File: config.mk
export PLATFORM = sky130hd
export DESIGN_NAME = i2s_dac_tx
export DESIGN_NICKNAME = d
export VERILOG_FILES = /design/src/rtl/i2s_dac_tx.sv
export SDC_FILE = /design/constraint.sdc
export NUM_CORES = 1
export LEC_CHECK = 0
export CAP_MARGIN = 25
export CORE_ASPECT_RATIO = 2
export CORE_UTILIZATION = 56
export CTS_CLUSTER_DIAMETER = 150
export DETAILED_ROUTE_END_ITERATION = 7
export PLACE_DENSITY = 0.87
export SLEW_MARGIN = 20
export SYNTH_ARGS = -nofsm -noshare
export SYNTH_HDL_FRONTEND = slang
export SYNTH_SLANG_ARGS = --single-unit
File: constraint.sdc
create_clock -name clkin -period 4 [get_ports clkin]
set_clock_uncertainty 0.2 [all_clocks]
set_input_delay 0.4 -clock clkin [delete_from_list [all_inputs] [get_ports clkin]]
set_output_delay 0.4 -clock clkin [all_outputs]
set_load 0.1 [all_outputs]
File: src/rtl/i2s_dac_tx.sv
// I2S DAC transmitter: generates bclk/daclrck from clkin (codec as slave) and
// serialises buffered left/right sample pairs MSB-first with a one-bit delay.
module i2s_dac_tx #(
  parameter int width     = 16,
  parameter int slot_bits = 32,
  parameter int bclk_div  = 8
) (
  input  logic             clkin,
  input  logic             swt,
  input  logic [width-1:0] sample_l,
  input  logic [width-1:0] sample_r,
  input  logic             sample_valid,
  output logic             sample_ready,
  output logic             bclk,
  output logic             daclrck,
  output logic             dacdat,
  output logic             underrun
);

  localparam int frame_bits = 2 * slot_bits;
  localparam int div_w      = (bclk_div > 1) ? $clog2(bclk_div) : 1;
  localparam int cnt_w      = $clog2(frame_bits);
  localparam int idx_w      = (width > 1) ? $clog2(width) : 1;

  logic [div_w-1:0] div_cnt;
  logic [cnt_w-1:0] b;
  logic [width-1:0] hold_l, hold_r;
  logic [width-1:0] shift_l, shift_r;
  logic             full;

  logic             div_tc, fall, frame_start, accept, full_next;
  logic             lrck_next, dat_next;
  logic [cnt_w-1:0] b_next, p_next;
  logic [idx_w-1:0] idx;
  logic [width-1:0] chan;
  int unsigned      pos;

  always_comb begin
    div_tc      = (div_cnt == div_w'(bclk_div - 1));
    fall        = div_tc & bclk;
    b_next      = (b == cnt_w'(frame_bits - 1)) ? '0 : b + 1'b1;
    frame_start = fall & (b_next == '0);
    accept      = sample_valid & ~full;
    // A pair can only be accepted while empty, so set and clear never collide.
    full_next   = accept | (full & ~frame_start);
    lrck_next   = (b_next >= cnt_w'(slot_bits));
    p_next      = lrck_next ? b_next - cnt_w'(slot_bits) : b_next;
    chan        = lrck_next ? shift_r : shift_l;
    pos         = 32'(p_next);
    idx         = '0;
    dat_next    = 1'b0;
    if (pos >= 1 && pos <= width) begin
      idx      = idx_w'(width - pos);
      dat_next = chan[idx];
    end
  end

  always_ff @(posedge clkin or negedge swt) begin
    if (!swt) begin
      div_cnt      <= '0;
      b            <= cnt_w'(frame_bits - 1);
      bclk         <= 1'b0;
      daclrck      <= 1'b1;
      dacdat       <= 1'b0;
      sample_ready <= 1'b1;
      underrun     <= 1'b0;
      hold_l       <= '0;
      hold_r       <= '0;
      shift_l      <= '0;
      shift_r      <= '0;
      full         <= 1'b0;
    end else begin
      div_cnt  <= div_tc ? '0 : div_cnt + 1'b1;
      underrun <= 1'b0;
      if (div_tc) bclk <= ~bclk;
      if (fall) begin
        b       <= b_next;
        daclrck <= lrck_next;
        dacdat  <= dat_next;
        if (frame_start) begin
          if (full) begin
            shift_l <= hold_l;
            shift_r <= hold_r;
          end else begin
            underrun <= 1'b1;
          end
        end
      end
      if (accept) begin
        hold_l <= sample_l;
        hold_r <= sample_r;
      end
      full         <= full_next;
      sample_ready <= ~full_next;
    end
  end

endmodule
==> impl_metrics.env, run 1 <==
export IMPL_die_x_um=58.8
export IMPL_grtUsageTotal=0.247
export IMPL_clkSlewWorstSetupHoldPaths_ns=0.06
export IMPL_die_h_um=116
export IMPL_synth_area_leaders="dfrtp_1, mux2_2, dfstp_2"
export IMPL_clk_path_buf_depth=2
export IMPL_synth_top_family_by_area="multiplexers"
export IMPL_synth_top_area_share=0.491
export IMPL_slew_headroom=0.346
export IMPL_switchingPower_w=0.000361
export IMPL_synth_compound_area_frac=0.0934
export IMPL_hold_end="div_cnt[0]"
export IMPL_wl_met3_um=256
export IMPL_fin_util=0.699
export IMPL_grt_ovfl_total=0
export IMPL_synth_top_area_cell="dfrtp_1"
export IMPL_p_leak_nw=1.94
export IMPL_fp_coreArea_mm2=0.00626
export IMPL_grt_max_degree=80
export IMPL_synthAdderAreaFrac=0.0138
export IMPL_cp_max_fo=12
export IMPL_firstDrtPassIters=4
export IMPL_drt_iter0_markers=82
export IMPL_min_period_over_period=0.819
export IMPL_drcViolationCount=0
export IMPL_syn_to_final_growth_pct=20.9
export IMPL_wire_per_inst_um=18.2
export IMPL_r2r_start="b[0]"
export IMPL_grt_pass1_vias=2512
export IMPL_required_ns=4.05
export IMPL_p_per_area_mw_per_mm2=403
export IMPL_wl_met2_um=4200
export IMPL_cts_tree="done"
export IMPL_r2r_slack_ns=0.72
export IMPL_h_tree_depth=3
export IMPL_ys_flop_type="dfrtp_1"
export IMPL_r2r_cells=9
export IMPL_num_nets_final=352
export IMPL_drv_cap=0
export IMPL_yosysMostFrequentCell="dfrtp_1"
export IMPL_cp_end_kind="register"
export IMPL_clkPwrFrac=0.456
export IMPL_ant_nets=0
export IMPL_p_int_w=0.00140
export IMPL_rsz0062_at_grt="false"
export IMPL_worstPathArrival_ns=3.32
export IMPL_ioPinCount=40
export IMPL_hp_start="div_cnt[0]"
export IMPL_die_area_mm2=0.00681
export IMPL_syn_avg_cell_area_um2=13.2
export IMPL_route_layer_met1_wl_um=2700
export IMPL_finalSetupViolCount=0
export IMPL_muxShareOfSynthArea=0.230
export IMPL_yosys_top_cells_count="dfrtp_1, mux2_2, nand2_1"
export IMPL_synth_cells=275
export IMPL_ir_drop_mv=0.411
export IMPL_fin_crit_ns=3.28
export IMPL_grt_pass1_wl_um=12000
export IMPL_synth_fp_nets=314
export IMPL_min_path_cells=1
export IMPL_hold_ws_ns=0.233
export IMPL_synth_xor_area_frac=0.00726
export IMPL_portBuffers=39
export IMPL_ctsRootBufferMaster="clkbuf_16"
export IMPL_cts_resized=0
export IMPL_r2r_end="dacdat"
export IMPL_fin_tns_setup_ns=0
export IMPL_fmax_ghz=0.305
export IMPL_synth_simple_gate_area_frac=0.0764
export IMPL_cts_hold_buf=0
export IMPL_p_comb_frac=0.053
export IMPL_diodes=0
export IMPL_cts_made_buffers=9
export IMPL_worst_pin_slew_ns=0.979
export IMPL_hpwl_um=5080
export IMPL_drive_above_1_share=0.346
export IMPL_cts_setup_buffers=0
export IMPL_seq_power_share=0.491
export IMPL_synth_edf_count=0
export IMPL_yosysWarnings=0
export IMPL_avgViaCountPerCell=5.86
export IMPL_gp_congestion=0.855
export IMPL_outcome="complete, no violations"
export IMPL_num_rows=41
export IMPL_via_count=2369
export IMPL_routed_wl_um=7350
export IMPL_yosysUniqueCellTypes=53
export IMPL_hold_path_class="reg2reg"
export IMPL_ys_seq_area_frac=0.549
export IMPL_synth_async_reset_ratio=1.00
export IMPL_start_util=0.578
export IMPL_start_kind="register"
export IMPL_clk_latency_ns=0.34
export IMPL_antenna_found_initial=0
export IMPL_slew_violations=0
export IMPL_routed_top_layer="met4"
export IMPL_syn_area_mm2=0.00362
export IMPL_critPathKind="reg2reg"
export IMPL_swShare=0.205
export IMPL_p_total_w=0.00176
export IMPL_hold_violations=0
export IMPL_clock_sinks=79
export IMPL_synth_seq_cells=79
-- cell usage in the layout (no fill, tap or decap), types with 3 or more instances in the layout --
cell type        netlist  layout
mux2_2                69      69
nand3_1                5       5
a311oi_1               3       3
nand4_1                4       4
buf_4                  0       4
a21oi_1                5       5
ha_1                   4       4
nand2_1               12      12
mux2i_1                3       3
clkdlybuf4s50_1        0      38
clkbuf_16              0       9
inv_1                  4       4
clkinv_2               0       3
dfrtp_1               71      71
nor3_1                 5       5
a2111o_1               3       3
nor2_1                 9       9
o21ai_0                6       6
dfstp_2                8       8
-- logic make-up (layout without fill, tap and decap cells) --
logic type / Yosys count / count (layout)
buf+inv: 21 / 64
flops: 79 / 79
compound gates: 43 / 43
xor+xnor: 3 / 3
simple gates: 52 / 52
mux: 73 / 73
fa+ha+maj: 4 / 4
-- power by group through the flow --
| stage | Clock [W] | Combinational, W | Sequential [W] |
|---|---|---|---|
| 2_1_floorplan | 0 | 0.0000368 | 0.000869 |
| 3_3_place_gp | 0 | 0.0000851 | 0.000877 |
| 3_5_place_dp | 0 | 0.0000901 | 0.000879 |
| 4_1_cts | 0.000815 | 0.0000916 | 0.000866 |
| 5_1_grt | 0.000845 | 0.000103 | 0.000870 |
| 6_report | 0.000804 | 0.0000934 | 0.000865 |
-- worst max path at each step --
| stage | startpoint | to | slack [ns] |
|---|---|---|---|
| after floorplan | b[0] | dacdat | 1.01 |
| after global placement | b[0] | dacdat | 0.80 |
| after detailed placement | b[0] | dacdat | 0.76 |
| after CTS | b[0] | dacdat | 0.74 |
| after global routing | b[0] | dacdat | 0.54 |
| final | b[0] | dacdat | 0.72 |
-- through the flow --
stage / instances / instance area, um2 / worst slack [ns]
after floorplan: 275 / 3620 / 1.01
after global placement: 386 / 4050 / 0.797
after detailed placement: 386 / 4050 / 0.760
after CTS: 402 / 4340 / 0.742
after global routing: 404 / 4370 / 0.536
final: 404 / 4370 / 0.722
-- sequential cells by signal, summed over array words and instances, names as in the netlist --
name          cells
b                 6
bclk              1
dacdat            1
daclrck           1
div_cnt           3
full              1
hold_l           16
hold_r           16
sample_ready      1
shift_l          16
shift_r          16
underrun          1
-- critical path: stages (launching register included) --
cell and delay, ns:
dfstp_2 0.66, inv_1 0.14, ha_1 0.46, buf_4 0.23
inv_1 0.18, a2111o_1 0.13, o311ai_0 0.11, or4_1 0.53
a211o_1 0.31, a311oi_1 0.24
-- routing by layer --
| metal | vias up | GRT usage |
|---|---|---|
| li1 | 1097 | - |
| met1 | 1189 | 0.262 |
| met2 | 69 | 0.432 |
| met3 | 14 | 0.0670 |
| met4 | 0 | 0.133 |
| met5 | - | 0 |
-- area by class of cell --
class / count / area (um2)
Fill cell: 454 / 1880
Clock inverter: 4 / 45.0
Sequential cell: 79 / 1990
Timing Repair Buffer: 44 / 448
Inverter: 4 / 15.0
Tap cell: 86 / 108
Clock buffer: 12 / 246
Multi-Input combinational cell: 175 / 1530
Power figures use the tool's default switching activity.
==> run 2, diff against run 1 <==
==> constraint.sdc (replaced) <==
create_clock -name clkin -period 3.03 [get_ports clkin]
set_clock_uncertainty 0.2 [all_clocks]
set_input_delay 0.303 -clock clkin [delete_from_list [all_inputs] [get_ports clkin]]
set_output_delay 0.303 -clock clkin [all_outputs]
set_load 0.1 [all_outputs]
==> run 2 against run 1 <==
  * Combinational power up 31%
  * Utilization up 1.3 points
  * Critical path depth down 1
  * Non-clock buffer count up 5
  * Sequential power up 32%
  * Critical endpoint unchanged
  * Global-route usage about the same
  * Die area unchanged
  * Setup slack worse by 0.59 ns
==> impl_metrics.env, run 2 (synthesis results as in run 1) <==
export IMPL_outcome="complete, no violations"
export IMPL_die_area_mm2=0.00681
export IMPL_critPathKind="reg2reg"
export IMPL_finalSetupViolCount=0
export IMPL_fmax_ghz=0.345
export IMPL_hpwl_um=5200
export IMPL_slew_headroom=0.703
export IMPL_wire_per_inst_um=18.3
export IMPL_ant_nets=0
export IMPL_diodes=0
export IMPL_clkSlewWorstSetupHoldPaths_ns=0.06
export IMPL_drive_above_1_share=0.381
export IMPL_start_kind="register"
export IMPL_hold_path_class="in2async"
export IMPL_ioPinCount=40
export IMPL_routed_wl_um=7470
export IMPL_slew_violations=0
export IMPL_min_period_over_period=0.958
export IMPL_fin_util=0.712
export IMPL_cts_tree="done"
export IMPL_num_rows=41
export IMPL_cp_max_fo=7
export IMPL_ctsRootBufferMaster="clkbuf_16"
export IMPL_die_x_um=58.8
export IMPL_gp_congestion=0.966
export IMPL_drt_iter0_markers=103
export IMPL_h_tree_depth=3
export IMPL_num_nets_final=357
export IMPL_portBuffers=39
export IMPL_die_h_um=116
export IMPL_worstPathArrival_ns=2.94
export IMPL_grtUsageTotal=0.247
export IMPL_via_count=2380
export IMPL_final_cell_mix="dfrtp_1, mux2_2, clkdlybuf4s50_1"
export IMPL_fin_tns_setup_ns=0
export IMPL_p_leak_nw=1.99
export IMPL_grt_max_degree=80
export IMPL_cp_slowest_stage_delay_ns=0.59
export IMPL_grt_ovfl_total=0
export IMPL_hold_violations=0
export IMPL_avgViaCountPerCell=5.82
export IMPL_start_util=0.578
export IMPL_p_per_area_mw_per_mm2=548
export IMPL_slowest_stage="dfstp_2"
export IMPL_clk_path_buf_depth=2
export IMPL_required_ns=3.07
export IMPL_fp_coreArea_mm2=0.00626
export IMPL_antenna_found_initial=0
export IMPL_layout_commonest_cell="dfrtp_1"
export IMPL_ir_drop_mv=0.580
export IMPL_critPathBufInv=1
export IMPL_syn_to_final_growth_pct=23.1
export IMPL_cp_cell_sequence="inv_1 -> ha_1 -> mux2_2 -> o32a_1 -> o311ai_0 -> or4_1 -> a211o_1 -> a311oi_1"
export IMPL_cts_made_buffers=9
export IMPL_cp_end_kind="register"
export IMPL_fin_crit_ns=2.90
export IMPL_worst_path_dominant_cell_family="compound AO/OA/AOI/OAI gates"
export IMPL_rsz0062_at_grt="false"
export IMPL_worst_pin_slew_ns=0.445
export IMPL_clock_sinks=79
export IMPL_nFillCells=460
export IMPL_grt_pass1_wl_um=11900
export IMPL_drv_cap=0
export IMPL_drcViolationCount=0
export IMPL_grt_pass1_vias=2448
export IMPL_clk_latency_ns=0.34
export IMPL_firstDrtPassIters=4
[run 2: cell types whose count changed in the layout (fill, tap and decap cells not counted), moves of 2 or more]
cell | previous run | this run
clkbuf_1 | 2 | 0
buf_4 | 4 | 13
clkinvlp_4 | 0 | 2
clkinv_2 | 3 | 1
clkdlybuf4s50_1 | 38 | 33
[run 2: repair_timing]
| item | CTS | global route |
|---|---|---|
| hold buffers | 1 | 0 |
| endpoints found under the hold margin | 71 | 0 |
| resized for setup | 0 | 1 |
| setup endpoints to repair | 0 | 1 |
| setup buffers | 0 | 0 |
[run 2: area by class of cell]
type | instances | area, um2 | area share
inverter | 4 | 15.0 | 0.00337
clock buffer | 11 | 253 | 0.0567
timing repair buffer | 49 | 485 | 0.109
sequential | 79 | 1990 | 0.446
multi-input combinational | 175 | 1530 | 0.343
clock inverter | 5 | 80.1 | 0.0180
tap | 86 | 108 | 0.0242
[run 2: through the flow]
step / cell area, um2 / hold slack (ns) / instances / setup WS (ns) / total power, W
after detailed placement: 4080 / 0.233 / 391 / 0.127 / 0.00128
after global routing: 4450 / 0.183 / 409 / 0.00903 / 0.00253
after CTS: 4430 / 0.241 / 408 / 0.0890 / 0.00247
after global placement: 4080 / 0.213 / 391 / 0.205 / 0.00127
after floorplan: 3620 / -0.193 / 275 / 0.0390 / 0.00120
final: 4450 / 0.176 / 409 / 0.128 / 0.00244
[run 2: path summary, 6_finish.rpt]
path	from	endpoint	slack, ns	cells after the start
min reg2reg	div_cnt[0]	div_cnt[0]	0.23	1
max	b[1]	dacdat	0.13	8
min in group clkin	div_cnt[0]	div_cnt[0]	0.23	1
min	swt	full	0.18	2
max in group asynchronous	swt	b[5]	1.83	3
max reg2reg	b[1]	dacdat	0.13	8
[run 2: report_power, final]
part	switching [W]	internal, W
sequential	0.0000294	0.00111
combinational	0.0000393	0.0000823
clock	0.000412	0.000764
[run 2: worst reg2reg max path, cell delays in order (launching register included)]
cell	delay, ns
dfstp_2	0.59
inv_1	0.07
ha_1	0.37
mux2_2	0.26
o32a_1	0.13
o311ai_0	0.11
or4_1	0.53
a211o_1	0.30
a311oi_1	0.25
[run 2: metal layers]
metal / global-route usage / up-vias / part of all wire
met2: 0.411 / 71 / 0.54
li1: - / 1102 / -
met3: 0.0603 / 27 / 0.033
met5: 0 / - / 0
met4: 0.167 / 0 / 0.052
met1: 0.271 / 1180 / 0.38
